## src/rtl/baseaddr_loop_n_pkg.sv

```systemverilog
// Shared constants and helpers for the frame-buffer base-address manager.
package baseaddr_pkg;

  localparam int NBUF_MAX = 16;
  localparam int NRD_MAX  = 8;

  function automatic int clog2(input int value);
    int r;
    r = 0;
    while ((1 << r) < value) r = r + 1;
    return r;
  endfunction

  // Saturating increment for a counter that is cw bits wide (cw <= 32).
  function automatic logic [31:0] sat_inc(input logic [31:0] cnt, input int cw);
    logic [31:0] maxVal;
    maxVal = (cw >= 32) ? 32'hFFFF_FFFF : ((32'd1 << cw) - 32'd1);
    return (cnt >= maxVal) ? maxVal : cnt + 32'd1;
  endfunction

endpackage

```

## src/rtl/baseaddr_loop_n_if.sv

```systemverilog
// Vsync inputs and base-address outputs of the frame-buffer manager.
interface baseaddr_loop_n_if
  import baseaddr_pkg::*;
#(
  parameter int NBUF = 5,
  parameter int NRD  = 3,
  parameter int CW   = 16
);
  localparam int AW = clog2(NBUF);

  logic              wr_vs;
  logic [NRD-1:0]    rd_vs;
  logic [NRD-1:0]    rd_en;
  logic [AW-1:0]     wr_base;
  logic [NRD*AW-1:0] rd_base;
  logic [NRD-1:0]    rd_valid;
  logic [NRD-1:0]    rd_repeat;
  logic [AW-1:0]     latest_base;
  logic              latest_vld;
  logic              drop_pulse;
  logic [CW-1:0]     drop_cnt;

  modport master (
    output wr_vs, rd_vs, rd_en,
    input  wr_base, rd_base, rd_valid, rd_repeat,
    input  latest_base, latest_vld, drop_pulse, drop_cnt
  );

  modport slave (
    input  wr_vs, rd_vs, rd_en,
    output wr_base, rd_base, rd_valid, rd_repeat,
    output latest_base, latest_vld, drop_pulse, drop_cnt
  );
endinterface

```

## src/rtl/baseaddr_loop_n_free_buf_pick.sv

```systemverilog
// Combinational priority encoder: lowest buffer index not set in the exclusion mask.
module free_buf_pick
  import baseaddr_pkg::*;
#(
  parameter int NBUF = 5,
  parameter int AW   = clog2(NBUF)
) (
  input  logic [NBUF-1:0] i_mask,
  output logic [AW-1:0]   o_idx,
  output logic            o_found
);

  // Scanning downwards lets the lowest free index win.
  always_comb begin
    o_idx   = '0;
    o_found = 1'b0;
    for (int b = NBUF - 1; b >= 0; b--) begin
      if (!i_mask[b]) begin
        o_idx   = AW'(b);
        o_found = 1'b1;
      end
    end
  end

endmodule

```

## src/rtl/baseaddr_loop_n.sv

```systemverilog
// Frame-buffer base-address manager: one writer, NRD readers, drop detection.
module baseaddr_loop_n
  import baseaddr_pkg::*;
#(
  parameter int NBUF = 5,
  parameter int NRD  = 3,
  parameter int CW   = 16
) (
  input logic               clk,
  input logic               rst_n,
  baseaddr_loop_n_if.slave  bus
);
  localparam int AW = clog2(NBUF);

  logic                    r_wr_vs_d;
  logic [NRD-1:0]          r_rd_vs_d;
  logic [AW-1:0]           r_wr_base;
  logic [NRD-1:0][AW-1:0]  r_rd_base;
  logic [NRD-1:0]          r_rd_valid;
  logic [NRD-1:0]          r_rd_repeat;
  logic [AW-1:0]           r_latest_base;
  logic                    r_latest_vld;
  logic                    r_drop_pulse;
  logic [CW-1:0]           r_drop_cnt;

  logic                    w_wr_edge;
  logic [NRD-1:0]          w_rd_edge;
  logic [NBUF-1:0]         w_excl;
  logic [AW-1:0]           w_free_idx;
  logic                    w_found;
  logic                    w_commit;
  logic [AW-1:0]           w_latest_nxt;
  logic                    w_latest_vld_nxt;

  assign w_wr_edge = bus.wr_vs & ~r_wr_vs_d;
  assign w_rd_edge = bus.rd_vs & ~r_rd_vs_d & bus.rd_en;

  // A reader taking this cycle lands on the current wr_base, already excluded,
  // so only readers that keep their old holding contribute their rd_base.
  always_comb begin
    w_excl = '0;
    for (int b = 0; b < NBUF; b++) begin
      if (r_wr_base == AW'(b)) w_excl[b] = 1'b1;
      for (int i = 0; i < NRD; i++) begin
        if (bus.rd_en[i] && r_rd_valid[i] && !w_rd_edge[i] && (r_rd_base[i] == AW'(b)))
          w_excl[b] = 1'b1;
      end
    end
  end

  free_buf_pick #(.NBUF(NBUF), .AW(AW)) u_pick (
    .i_mask  (w_excl),
    .o_idx   (w_free_idx),
    .o_found (w_found)
  );

  assign w_commit         = w_wr_edge & w_found;
  assign w_latest_nxt     = w_commit ? r_wr_base : r_latest_base;
  assign w_latest_vld_nxt = r_latest_vld | w_commit;

  always_ff @(posedge clk) begin
    if (!rst_n) begin
      r_wr_vs_d     <= 1'b0;
      r_rd_vs_d     <= '0;
      r_wr_base     <= '0;
      r_rd_base     <= '0;
      r_rd_valid    <= '0;
      r_rd_repeat   <= '0;
      r_latest_base <= '0;
      r_latest_vld  <= 1'b0;
      r_drop_pulse  <= 1'b0;
      r_drop_cnt    <= '0;
    end else begin
      r_wr_vs_d     <= bus.wr_vs;
      r_rd_vs_d     <= bus.rd_vs;
      r_latest_base <= w_latest_nxt;
      r_latest_vld  <= w_latest_vld_nxt;
      r_drop_pulse  <= w_wr_edge & ~w_found;
      if (w_commit)
        r_wr_base <= w_free_idx;
      if (w_wr_edge && !w_found)
        r_drop_cnt <= CW'(sat_inc(32'(r_drop_cnt), CW));
      for (int i = 0; i < NRD; i++) begin
        r_rd_repeat[i] <= 1'b0;
        if (!bus.rd_en[i]) begin
          r_rd_valid[i] <= 1'b0;
        end else if (w_rd_edge[i] && w_latest_vld_nxt) begin
          r_rd_base[i]   <= w_latest_nxt;
          r_rd_valid[i]  <= 1'b1;
          r_rd_repeat[i] <= r_rd_valid[i] && (r_rd_base[i] == w_latest_nxt);
        end
      end
    end
  end

  assign bus.wr_base     = r_wr_base;
  assign bus.rd_base     = r_rd_base;
  assign bus.rd_valid    = r_rd_valid;
  assign bus.rd_repeat   = r_rd_repeat;
  assign bus.latest_base = r_latest_base;
  assign bus.latest_vld  = r_latest_vld;
  assign bus.drop_pulse  = r_drop_pulse;
  assign bus.drop_cnt    = r_drop_cnt;

endmodule
```

## src/flat_wrapper.sv

```systemverilog
// flat-port wrapper written by rule: the top's interface ports become plain ports
module baseaddr_loop_n_flat import baseaddr_pkg::*;
#(
  parameter int NBUF = 5,
  parameter int NRD  = 3,
  parameter int CW   = 16
)
  (clk, rst_n, bus_wr_vs, bus_rd_vs, bus_rd_en, bus_wr_base, bus_rd_base, bus_rd_valid, bus_rd_repeat, bus_latest_base, bus_latest_vld, bus_drop_pulse, bus_drop_cnt);
  baseaddr_loop_n_if #(.NBUF(NBUF), .NRD(NRD), .CW(CW)) bus_i ();
  input logic clk;
  input logic rst_n;
  input wire logic [$bits(bus_i.wr_vs)-1:0] bus_wr_vs;
  input wire logic [$bits(bus_i.rd_vs)-1:0] bus_rd_vs;
  input wire logic [$bits(bus_i.rd_en)-1:0] bus_rd_en;
  output wire logic [$bits(bus_i.wr_base)-1:0] bus_wr_base;
  output wire logic [$bits(bus_i.rd_base)-1:0] bus_rd_base;
  output wire logic [$bits(bus_i.rd_valid)-1:0] bus_rd_valid;
  output wire logic [$bits(bus_i.rd_repeat)-1:0] bus_rd_repeat;
  output wire logic [$bits(bus_i.latest_base)-1:0] bus_latest_base;
  output wire logic [$bits(bus_i.latest_vld)-1:0] bus_latest_vld;
  output wire logic [$bits(bus_i.drop_pulse)-1:0] bus_drop_pulse;
  output wire logic [$bits(bus_i.drop_cnt)-1:0] bus_drop_cnt;
  assign bus_i.wr_vs = bus_wr_vs;
  assign bus_i.rd_vs = bus_rd_vs;
  assign bus_i.rd_en = bus_rd_en;
  assign bus_wr_base = bus_i.wr_base;
  assign bus_rd_base = bus_i.rd_base;
  assign bus_rd_valid = bus_i.rd_valid;
  assign bus_rd_repeat = bus_i.rd_repeat;
  assign bus_latest_base = bus_i.latest_base;
  assign bus_latest_vld = bus_i.latest_vld;
  assign bus_drop_pulse = bus_i.drop_pulse;
  assign bus_drop_cnt = bus_i.drop_cnt;
  baseaddr_loop_n #(.NBUF(NBUF), .NRD(NRD), .CW(CW)) u_core (.clk(clk), .rst_n(rst_n), .bus(bus_i));
endmodule
```

## config.mk

```make
export PLATFORM = sky130hd
export DESIGN_NAME = baseaddr_loop_n_flat
export DESIGN_NICKNAME = d
export VERILOG_FILES = /design/src/rtl/baseaddr_loop_n_pkg.sv /design/src/rtl/baseaddr_loop_n_if.sv /design/src/rtl/baseaddr_loop_n_free_buf_pick.sv /design/src/rtl/baseaddr_loop_n.sv /design/src/flat_wrapper.sv
export SDC_FILE = /design/constraint.sdc
export NUM_CORES = 1
export LEC_CHECK = 0
export BUFFER_PORTS_ARGS = -buffer_cell sky130_fd_sc_hd__buf_2
export CAP_MARGIN = 20
export CORE_UTILIZATION = 25
export DETAILED_ROUTE_END_ITERATION = 10
export SETUP_SLACK_MARGIN = 0.5
export SLEW_MARGIN = 0
export SYNTH_ARGS = -nofsm -noshare
export SYNTH_HDL_FRONTEND = slang
export SYNTH_HIERARCHICAL = 1
export SYNTH_SLANG_ARGS = --single-unit
export TNS_END_PERCENT = 20
```

## constraint.sdc

```tcl
create_clock -name clk -period 5.9 [get_ports clk]
set_input_delay 0.59 -clock clk [delete_from_list [all_inputs] [get_ports clk]]
set_output_delay 0.59 -clock clk [all_outputs]
set_load 0.02 [all_outputs]
```

==> results of run 1 <==
==> report_power, final <==
group / internal, uW / switching (uW) / total (uW)
combinational: 21.3 / 36.2 / 57.5
sequential: 297 / 12.1 / 309
clock: 107 / 99.1 / 206
==> stage by stage <==
stage / cell area (um^2) / std cells / total power, uW / setup slack (ps)
3_5_place_dp: 2510 / 404 / 374 / 2360
4_1_cts: 2610 / 412 / 580 / 2670
3_3_place_gp: 2510 / 404 / 372 / 2470
2_1_floorplan: 2200 / 263 / 353 / 2850
6_report: 2610 / 412 / 573 / 2660
5_1_grt: 2610 / 412 / 602 / 2360
==> worst max path at each step <==
stage	slack, ps	end	startpoint	cells after the start
after CTS	2670	u_core/bus.drop_cnt[14]$_SDFFE_PN0P_	bus_rd_vs[2]	11
after detailed placement	2360	u_core/bus.drop_cnt[15]$_SDFFE_PN0P_	bus_rd_vs[2]	11
after global placement	2470	u_core/bus.drop_cnt[15]$_SDFFE_PN0P_	bus_rd_vs[2]	11
after floorplan	2850	u_core/bus.drop_cnt[11]$_SDFFE_PN0P_	bus_rd_vs[2]	11
final	2660	u_core/bus.drop_cnt[14]$_SDFFE_PN0P_	bus_rd_vs[2]	11
after global routing	2360	u_core/bus.drop_cnt[14]$_SDFFE_PN0P_	bus_rd_vs[1]	11
==> placed cells by master (no fill, tap or decap), types with 2 or more instances in the layout <==
master / instances
buf_2: 47
xor2_1: 3
nand3b_1: 3
nand4_1: 10
o211a_1: 7
or3_1: 2
nor3b_1: 5
a311oi_1: 2
o21ai_0: 9
nor2b_1: 5
o211ai_1: 3
inv_1: 6
a31oi_1: 6
mux2i_1: 2
a21oi_1: 11
nand2b_1: 3
a211oi_1: 11
o22ai_1: 3
dfxtp_1: 43
xnor2_1: 9
nor3_1: 7
a22oi_1: 2
clkbuf_8: 7
nor4_1: 8
nand3_1: 13
and4b_1: 3
nor2_1: 31
and2_1: 5
nand2_1: 22
==> logic make-up after synthesis <==
| logic type | Yosys count | synth area share |
|---|---|---|
| and+or+nand+nor | 126 | 0.315 |
| AOI/OAI and AO/OA | 61 | 0.192 |
| DFF | 43 | 0.392 |
| buffers and inverters | 17 | 0.0330 |
| xor gates and xnor gates | 12 | 0.0478 |
| muxes | 3 | 0.0142 |
| adders and majority gates | 1 | 0.00569 |
==> registers in the layout, summed over array words and instances (netlist names), 3 cells and up <==
signal	cells
u_core/bus.drop_cnt	16
u_core/bus.wr_base	3
u_core/r_rd_vs_d	3
u_core/bus.latest_base	3
u_core/bus.rd_valid	3
u_core/bus.rd_repeat	3
u_core/bus.rd_base	9
==> cell type report <==
type                       instances  area share
clock buffer                       8      0.0383
timing repair buffer              47      0.0900
sequential                        43       0.329
multi-input combinational        203       0.483
inverter                           6     0.00862
tap                              105      0.0503
==> metal layers <==
metal  GRT usage  vias to the layer above  wire, um
met5           0                        -         0
met4      0.0410                        0        61
met3      0.0348                        6       390
met2       0.221                       74      2710
met1       0.186                     1002      2830
li1            -                     1062         -
==> synth_stat cells, drive strengths merged (2+ instances only) <==
master	count	area [um^2]
xor2	3	26.3
xnor2	9	78.8
nor2b	5	31.3
inv	6	22.5
o21ai	10	50.0
a211oi	11	82.6
nand2	22	82.6
nand3b	4	33.8
nor4	9	71.3
nand2b	3	18.8
o22ai	3	18.8
buf	3	20.0
nand4	11	75.1
and2	5	31.3
nand3	13	65.1
o211a	7	70.1
mux2i	2	20.0
dfxtp	43	861
nor3	7	35.0
o211ai	3	22.5
nor2	31	116
a311oi	2	17.5
or3	2	12.5
a31oi	6	37.5
and4b	3	30.0
a21oi	11	55.1
nor3b	5	37.5
clkbuf	8	30.0
a22oi	2	15.0
==> worst register-to-register path, delay by kind of cell (launching register included) <==
| kind | cells | cell delay, ps |
|---|---|---|
| flops | 1 | 390 |
| compound gates | 4 | 720 |
| simple gates | 6 | 1910 |
==> impl_results.md, run 1 <==
- Setup TNS: 0 ps
- WHS Path Cells: 2
- Peak supply drop: between 80 and 90 uV
- Synthesized Nets: around 270
- Synth cell types: roughly 50
- Outcome: finished, final reports clean
- Post-synth EDFFs: 0
- PwrDens: 219 nW/um^2
- DRT antenna net count: 0
- CTS buffer count: 5
- Final slew viol count: 0
- Final worst-path cycle share: 0.549
- CP cell instances: buf_2 > nor2b_1 > nor3_1 > a22oi_1 > o311ai_0 > nand4_1 > or2_1 > nand4bb_1 > nor4_1 > a31oi_1 > a211oi_1
- Remaining DRCs: 0
- Fin. Hold Viols: 0
- Max_slew headroom: 0.400
- Yosys warns: 6
- Worst-Margin Slew: around 900 ps
- Core Util, Final: 0.313
- CP Launch Type: input port
- Routed WL: approximately 6.0 mm
- Register Area: about 860 um^2
- Clock sink count: 43
- Leak Pwr: 0.00108 uW
- Largest net degree at the start of global routing: 30
- CP bufs+invs: 1
- Seq cells post-synth: 43
- Row cnt: 33
- Area of the core: between 8000 and 9000 um^2
- Top_reg_cell synth: dfxtp_1
- Starting density of the core: 0.263
- Final setup viols: 0
- Skew final: between 5 and 6 ps
- FFs w/ async S/R, synth: 0
- Worst R2R Path Depth: 10
- Hold path endpoint: u_core/r_rd_vs_d[1]$_SDFF_PN0_
- Clk_lat worst skew: 300 ps
- Die width: 95.7 um
- Mapped Area: about 2200 um^2
- First-iteration detailed-routing DRC count: about 120
- Slowest stage delay, CP: 540 ps
- Minimum clock period: 3240 ps
- DPL Wire Length: 4.43 mm
- Clk root buf: clkbuf_8
- First-pass GRT wire length: 9.87 mm
- Layout fillers: 905
- Syn Inst Count: approximately 260
- Synth-to-Final Area Change: 19.0%
- Hold path startpoint: bus_rd_vs[1]
- HP Class: in -> reg
- Vias per inst: between 5 and 6
- PortBufs: 47
- Hold slack: between 500 and 600 ps
- Die area: 9170 um^2
- Req. time, crit path: 6100 ps
- Initial antenna violation count: 0
- Io pins: 48
- All-Layer GR Usage: 0.139
- Setup slack, reg-to-reg: ~2800 ps
- Reg clk slew, reported paths: approximately 80 ps
- FF-to-FF Start: u_core/bus.rd_valid[1]$_SDFFE_PN0P_
- Setup Buffers After CTS: 0
- Final #Nets: between 300 and 400
- CP Class: in -> reg
- Post-cts sizing count: 0
- Top delay family on crit path: simple AND/OR/NAND/NOR gates
- # diodes: 0
- Reg-to-reg endpoint: u_core/bus.drop_cnt[14]$_SDFFE_PN0P_
- # hold bufs at CTS: 0
- Multi-input logic area: between 1000 and 1500 um^2
- Vias in the first global route: slightly below 2000
- Drt pass-1 iters: 4
- Crit-path max FO: 7
- Crit. End Element: flop
- Maxcap violations: 0
- TritonCTS clock tree: done
- Clock buffer depth: 2
- Share of post-route cells with drive strength above 1: 0.192
- CTS HTree Levels: 2
- RSZ-0062 raised after global routing: no
- Syn_area_per_cell: around 8.4 um^2
- Top achievable clock speed: around 310 MHz
- GP Congestion: 0.924
- Sequential area share after synthesis: 0.392
- Total number of vias: 2144
- Crit path arrival time: 3440 ps
- Drt wl/cell: 14.5 um
- Slowest library cell on the worst path: nor4_1
- Die Y: 95.7 um
- Overflow after GRT: 0
No activity file was read; power rests on OpenSTA's default activity.
==> run 2, diff against run 1 <==
--- a/config.mk
+++ b/config.mk
@@ -5,6 +5,7 @@
 export SDC_FILE = /design/constraint.sdc
 export NUM_CORES = 1
 export LEC_CHECK = 0
+export ABC_AREA = 1
 export BUFFER_PORTS_ARGS = -buffer_cell sky130_fd_sc_hd__buf_2
 export CAP_MARGIN = 20
 export CORE_UTILIZATION = 25
==> constraint.sdc (replaced) <==
create_clock -name clk -period 2.62 [get_ports clk]
set_input_delay 0.262 -clock clk [delete_from_list [all_inputs] [get_ports clk]]
set_output_delay 0.262 -clock clk [all_outputs]
set_load 0.02 [all_outputs]
==> impl_results.md, run 2 <==
- All-Layer GR Usage: 0.134 (-0.00504)
- Leak Pwr: 0.00144 uW (+33%)
- Outcome: finished, final reports clean
- # hold bufs at CTS: 0 (unchanged)
- Overflow after GRT: 0 (unchanged)
- RSZ-0062 raised after global routing: yes
- Top delay family on crit path: simple AND/OR/NAND/NOR gates
- Post-synth EDFFs: 0 (unchanged)
- GP Congestion: 0.991 (+7.3%)
- Crit-path max FO: 7 (unchanged)
- Seq cells post-synth: 43 (unchanged)
- Starting density of the core: 0.260 (-0.00372)
- Total number of vias: 2310 (+7.7%)
- Minimum clock period: 2260 ps
- Peak supply drop: 232 uV (+180%)
- Die width: 97.4 um (+1.7%)
- FF-to-FF Start: u_core/r_rd_vs_d[0]$_SDFF_PN0_
- Synth cell types: 34 (-31%)
- CP Class: reg -> reg
- First-iteration detailed-routing DRC count: 134 (+13%)
- FFs w/ async S/R, synth: 0 (unchanged)
- Initial antenna violation count: 0 (unchanged)
- CTS HTree Levels: 2 (unchanged)
- CP most frequent cell: nand2_2
- Multi-input logic area: 1310 um^2 (+3.6%)
- Vias per inst: 4.67 (-10%)
- Synth area leader: dfxtp_1
- Final setup viols: 0 (unchanged)
- Count leader, synth: nand2_1
- Syn Inst Count: 320 (+22%)
- Maxcap violations: 0 (unchanged)
- Yosys top cell area share: 0.378 (-0.0136)
- Drt wl/cell: 13.1 um (-9.6%)
- Overall Power: 1440 uW (+150%)
- First-pass GRT wire length: 10.4 mm (+5.7%)
- Worst-Margin Slew: 820 ps (-79.2 ps)
- Mapped Area: 2280 um^2 (+3.6%)
- PwrDens: 479 nW/um^2 (+120%)
- Top cells by count, synth: nand2_1, inv_1, dfxtp_1
- CTS buffer count: 5 (unchanged)
- TritonCTS clock tree: done
- Vias in the first global route: 2239 (+15%)
- Final worst-path cycle share: 0.862
- Hold path startpoint: bus_rd_vs[1]
- DPL Wire Length: 4.55 mm (+2.8%)
- Area of the core: 8760 um^2 (+5.1%)
- Sequential area share after synthesis: 0.378 (-0.0136)
- Routed WL: 6.51 mm (+8.6%)
- Number of flip-flops in the largest register: 16 (unchanged)
- Max_slew headroom: 0.449 (+0.0493)
- Most common cell after layout, fill and taps aside: nand2_1
- DRT antenna net count: 0 (unchanged)
- Clock sink count: 43 (unchanged)
- Fin. Hold Viols: 0 (unchanged)
- Synthesized Nets: 330 (+21%)
- Crit path from: u_core/r_rd_vs_d[0]$_SDFF_PN0_
- Met3 Use GR: 0.0324 (-0.00238)
- Slowest library cell on the worst path: dfxtp_2
- Remaining DRCs: 0 (unchanged)
- Row cnt: 34 (+3.0%)
- Die Y: 97.4 um (+1.7%)
- Final slew viol count: 0 (unchanged)
- Top cells by area, synth: dfxtp_1, nand2_1, inv_1, nand3_1, nand4_1
- Layout fillers: 953 (+5.3%)
- Top achievable clock speed: 443 MHz
- Setup slack, reg-to-reg: 360 ps (-2410 ps)
- Slowest stage delay, CP: 360 ps (-180 ps)
- CP Launch Type: flop
- Crit. End Element: flop
- Yosys warns: 6 (unchanged)
- HP Class: in -> reg
- Req. time, crit path: 2780 ps (-3320 ps)
- Drt pass-1 iters: 4 (unchanged)
- Setup TNS: 0 ps (unchanged)
- CP bufs+invs: 2 (+1)
- Most frequent cells in the layout: nand2_1, inv_1, buf_2, dfxtp_1, nand3_1
- Skew final: 16.5 ps (+11.2 ps)
- Final #Nets: 396 (+25%)
- GR Layer Usage met1: 0.160 (-0.0256)
- Syn_area_per_cell: 7.11 um^2 (-15%)
- Register Area: 865 um^2 (+0.44%)
- Top_reg_cell synth: dfxtp_1
- PortBufs: 47 (unchanged)
- Share of post-route cells with drive strength above 1: 0.326 (+0.133)
- CP cell instances: nor2_4 > nand2_2 > nand3_4 > nor2_4 > nand3_1 > nand4_1 > nand2_2 > nor2_2 > nand2_2 > inv_2 > nand3_4 > nor3_4 > buf_4 > xnor2_2 > a21oi_2
- # diodes: 0 (unchanged)
- Met2 usage: 0.231 (+0.00934)
- Die area: 9490 um^2 (+3.5%)
- Io pins: 48 (unchanged)
- Most Crowded Layer GR: met2
- Clk_lat worst skew: 300 ps (about the same)
- Crit path arrival time: 2420 ps (-1020 ps)
- Reg clk slew, reported paths: 90 ps (about the same)
- Synth-to-Final Area Change: 31.9%
- Clock buffer depth: 2 (unchanged)
- Largest net degree at the start of global routing: 17 (-43%)
- Clk root buf: clkbuf_8
## run 2: layer usage
metal	wire length (um)	share of wire
met1	2800	0.43
met2	3250	0.50
met3	333	0.051
met4	130	0.020
met5	0	0
## run 2: what timing repair did
action,4_1_cts,5_1_grt
resized for setup,24,15
pin swaps,8,17
setup buffers,8,4
setup endpoints to repair,28,31
gates cloned,1,0
## run 2: stage by stage
stage	area (um^2)	worst slack, ps	hold slack, ps	instances	util
after floorplan	2280	489	355	320	-
after global placement	2640	137	468	474	0.302
after detailed placement	2640	51.7	473	474	0.302
after CTS	2900	486	171	491	0.331
after global routing	3000	217	169	495	0.343
final	3000	362	177	495	0.343
## run 2: layout make-up
type | count | area share
well taps | 108 | 0.0450
repair buffers | 64 | 0.121
inverters | 57 | 0.0729
flip-flops and latches | 43 | 0.288
clock inverters | 3 | 0.0146
multi-input cells | 215 | 0.436
clock buffers | 5 | 0.0229
## run 2: worst paths after layout
check,end,cells past startpoint
setup / recovery,u_core/bus.drop_cnt[5]$_SDFFE_PN0P_,15
hold reg to reg,u_core/bus.rd_valid[1]$_SDFFE_PN0P_,2
hold / removal,u_core/r_rd_vs_d[1]$_SDFF_PN0_,3
setup reg to reg,u_core/bus.drop_cnt[5]$_SDFFE_PN0P_,15
## run 2: tightest hold or removal path: stages
cell	delay [ps]
buf_2	90
nand2_1	50
inv_1	40
## run 2: logic make-up after synthesis
family | count (synthesis) | share of synthesized area
AND/OR/NAND/NOR | 161 | 0.364
AO/OA/AOI/OAI | 47 | 0.120
adder cells (fa/ha/maj) | 1 | 0.00550
flip-flops | 43 | 0.378
buffers and inverters | 63 | 0.113
XOR/XNOR | 5 | 0.0192
## run 2: report_power, final
part	total (uW)	internal [uW]	switching, uW
Combinational	214	77.5	137
Sequential	698	674	24.5
Clock	525	284	241
==> run 3, diff against run 2 <==
--- a/config.mk
+++ b/config.mk
@@ -8,7 +8,8 @@
 export ABC_AREA = 1
 export BUFFER_PORTS_ARGS = -buffer_cell sky130_fd_sc_hd__buf_2
 export CAP_MARGIN = 20
-export CORE_UTILIZATION = 25
+export CORE_MARGIN = 2
+export CORE_UTILIZATION = 39
 export DETAILED_ROUTE_END_ITERATION = 10
 export SETUP_SLACK_MARGIN = 0.5
 export SLEW_MARGIN = 0
==> impl_results.md, run 3 (synthesized netlist as in run 2, its figures left out) <==
- Outcome: finished, final reports clean
- Reg-to-reg endpoint: u_core/bus.drop_cnt[11]$_SDFFE_PN0P_
- RSZ-0062 raised after global routing: yes
- Drt pass-1 iters: 4 (unchanged)
- Maxcap violations: 0 (unchanged)
- Most frequent cells in the layout: nand2_1, inv_1, buf_2, dfxtp_1, buf_4
- FF-to-FF Start: u_core/r_rd_vs_d[2]$_SDFF_PN0_
- HP Class: in -> reg
- Die area: 6460 um^2 (-32%)
- Skew final: 6.39 ps (-10.1 ps)
- Worst R2R Path Depth: 18 (+3)
- Clock buffer depth: 2 (unchanged)
- First-iteration detailed-routing DRC count: 222 (+66%)
- Hold path endpoint: u_core/r_rd_vs_d[1]$_SDFF_PN0_
- Die Y: 80.4 um (-17%)
- Final setup viols: 0 (unchanged)
- Peak supply drop: 167 uV (-28%)
- Reg clk slew, reported paths: 80 ps (about the same)
- Hold path startpoint: bus_rd_vs[1]
- Overall Power: 1340 uW (-6.5%)
- Vias per inst: 5.11 (+9.4%)
- Crit path from: u_core/r_rd_vs_d[2]$_SDFF_PN0_
- Hold slack: 159 ps (-18.1 ps)
- Max_slew headroom: 0.420 (-0.0287)
- Final worst-path cycle share: 0.844 (-0.0176)
- Share of post-route cells with drive strength above 1: 0.351 (+0.0254)
- Clock sink count: 43 (unchanged)
- Minimum clock period: 2210 ps (-46.1 ps)
- Io pins: 48 (unchanged)
- Final slew viol count: 0 (unchanged)
- Synth-to-Final Area Change: 33.1%
- TritonCTS clock tree: done
- WHS Path Cells: 3 (unchanged)
- Clk root buf: clkbuf_8
- Largest net degree at the start of global routing: 21 (+4)
- Vias in the first global route: 2053 (-8.3%)
- Total number of vias: 2390 (+3.5%)
- All-Layer GR Usage: 0.199 (+0.0646)
- Pre-CTS WS: 89.2 ps (+37.4 ps)
- PwrDens: 444 nW/um^2 (-7.3%)
- Die width: 80.4 um (-17%)
- PortBufs: 47 (unchanged)
- Area of the core: 5570 um^2 (-36%)
- Leak Pwr: 0.00150 uW (+4.0%)
- Starting density of the core: 0.408 (+0.149)
- Setup slack, reg-to-reg: 410 ps (+50 ps)
- CTS buffer count: 5 (unchanged)
- Crit. End Element: flop
- Crit path arrival time: 2460 ps (+40 ps)
- # hold bufs at CTS: 0 (unchanged)
- Row cnt: 27 (-21%)
- Core Util, Final: 0.543 (+0.201)
- DPL Wire Length: 4.16 mm (-8.6%)
- First-pass GRT wire length: 9.95 mm (-4.7%)
- Number of flip-flops in the largest register: 16 (unchanged)
- Remaining DRCs: 0 (unchanged)
- Req. time, crit path: 2870 ps (+90 ps)
- GP Congestion: 0.887 (-11%)
- Clk_lat worst skew: 300 ps (about the same)
- Drt wl/cell: 13.4 um (+2.0%)
- # diodes: 0 (unchanged)
- Fin. Hold Viols: 0 (unchanged)
- PnR worst setup slack: 408 ps (+46.1 ps)
- Worst-Margin Slew: 863 ps (+42.7 ps)
- Most common cell after layout, fill and taps aside: nand2_1
- CP Launch Type: flop
- Top achievable clock speed: 452 MHz (+2.1%)
- Setup TNS: 0 ps (unchanged)
- Overflow after GRT: 0 (unchanged)
- DRT antenna net count: 0 (unchanged)
- CP Class: reg -> reg
- Crit-path max FO: 6 (-1)
- Routed WL: 6.27 mm (-3.6%)
- Initial antenna violation count: 0 (unchanged)
- CTS HTree Levels: 2 (unchanged)
- Final #Nets: 406 (+2.5%)
[run 3: final cells by class]
cell class	count	area [um^2]
inverter	57	219
clock buffer	6	82.6
multi-input combinational	216	1320
sequential	43	863
clock inverter	1	5.00
tap	72	90.1
timing repair buffer	73	447
fill	537	2540
[run 3: timing repair]
action	CTS	global route
pin swaps	17	15
gates resized for setup	28	14
setup buffers	16	5
hold endpoints to repair	0	0
setup endpoints to repair	27	30
cloned	2	0
[run 3: worst max path at each step]
| stage | endpoint | slack [ps] | depth (start not counted) |
|---|---|---|---|
| 6_report | u_core/bus.drop_cnt[11]$_SDFFE_PN0P_ | 410 | 18 |
| 5_1_grt | u_core/bus.drop_cnt[11]$_SDFFE_PN0P_ | 270 | 18 |
| 4_1_cts | u_core/bus.drop_cnt[10]$_SDFFE_PN0P_ | 490 | 18 |
| 3_5_place_dp | u_core/bus.drop_cnt[11]$_SDFFE_PN0P_ | 90 | 20 |
| 3_3_place_gp | u_core/bus.rd_repeat[2]$_SDFF_PN0_ | 170 | 17 |
| 2_1_floorplan | u_core/bus.drop_cnt[15]$_SDFFE_PN0P_ | 490 | 15 |
[run 3: per-stage QoR]
step	instances	instance area, um^2
finish	468	3030
global route	468	3030
CTS	463	2930
detailed placement	438	2600
global placement	438	2600
floorplan	320	2280
[run 3: report_power, final]
part | switching [uW] | internal, uW
logic | 137 | 78.5
registers | 23.7 | 674
clock network | 225 | 207
[run 3: worst max-delay path, stage by stage, from the launching register on]
cell,delay [ps]
dfxtp_2,350
nor2_4,40
nand2_2,70
nand3_4,80
nor2_4,160
nand3_2,80
nand4_1,160
nand2_2,90
nor2_2,120
nand2_2,90
inv_2,80
nand3_4,100
clkinv_4,90
nand2_4,60
nor2_4,220
nand2_4,140
nand3_2,120
nand2_1,50
inv_1,60
[run 3: routing by layer]
layer | part of all wire | global-route usage
met3 | 0.062 | 0.0483
met4 | 0.015 | 0.0610
met2 | 0.46 | 0.298
met5 | 0 | 0
met1 | 0.47 | 0.281
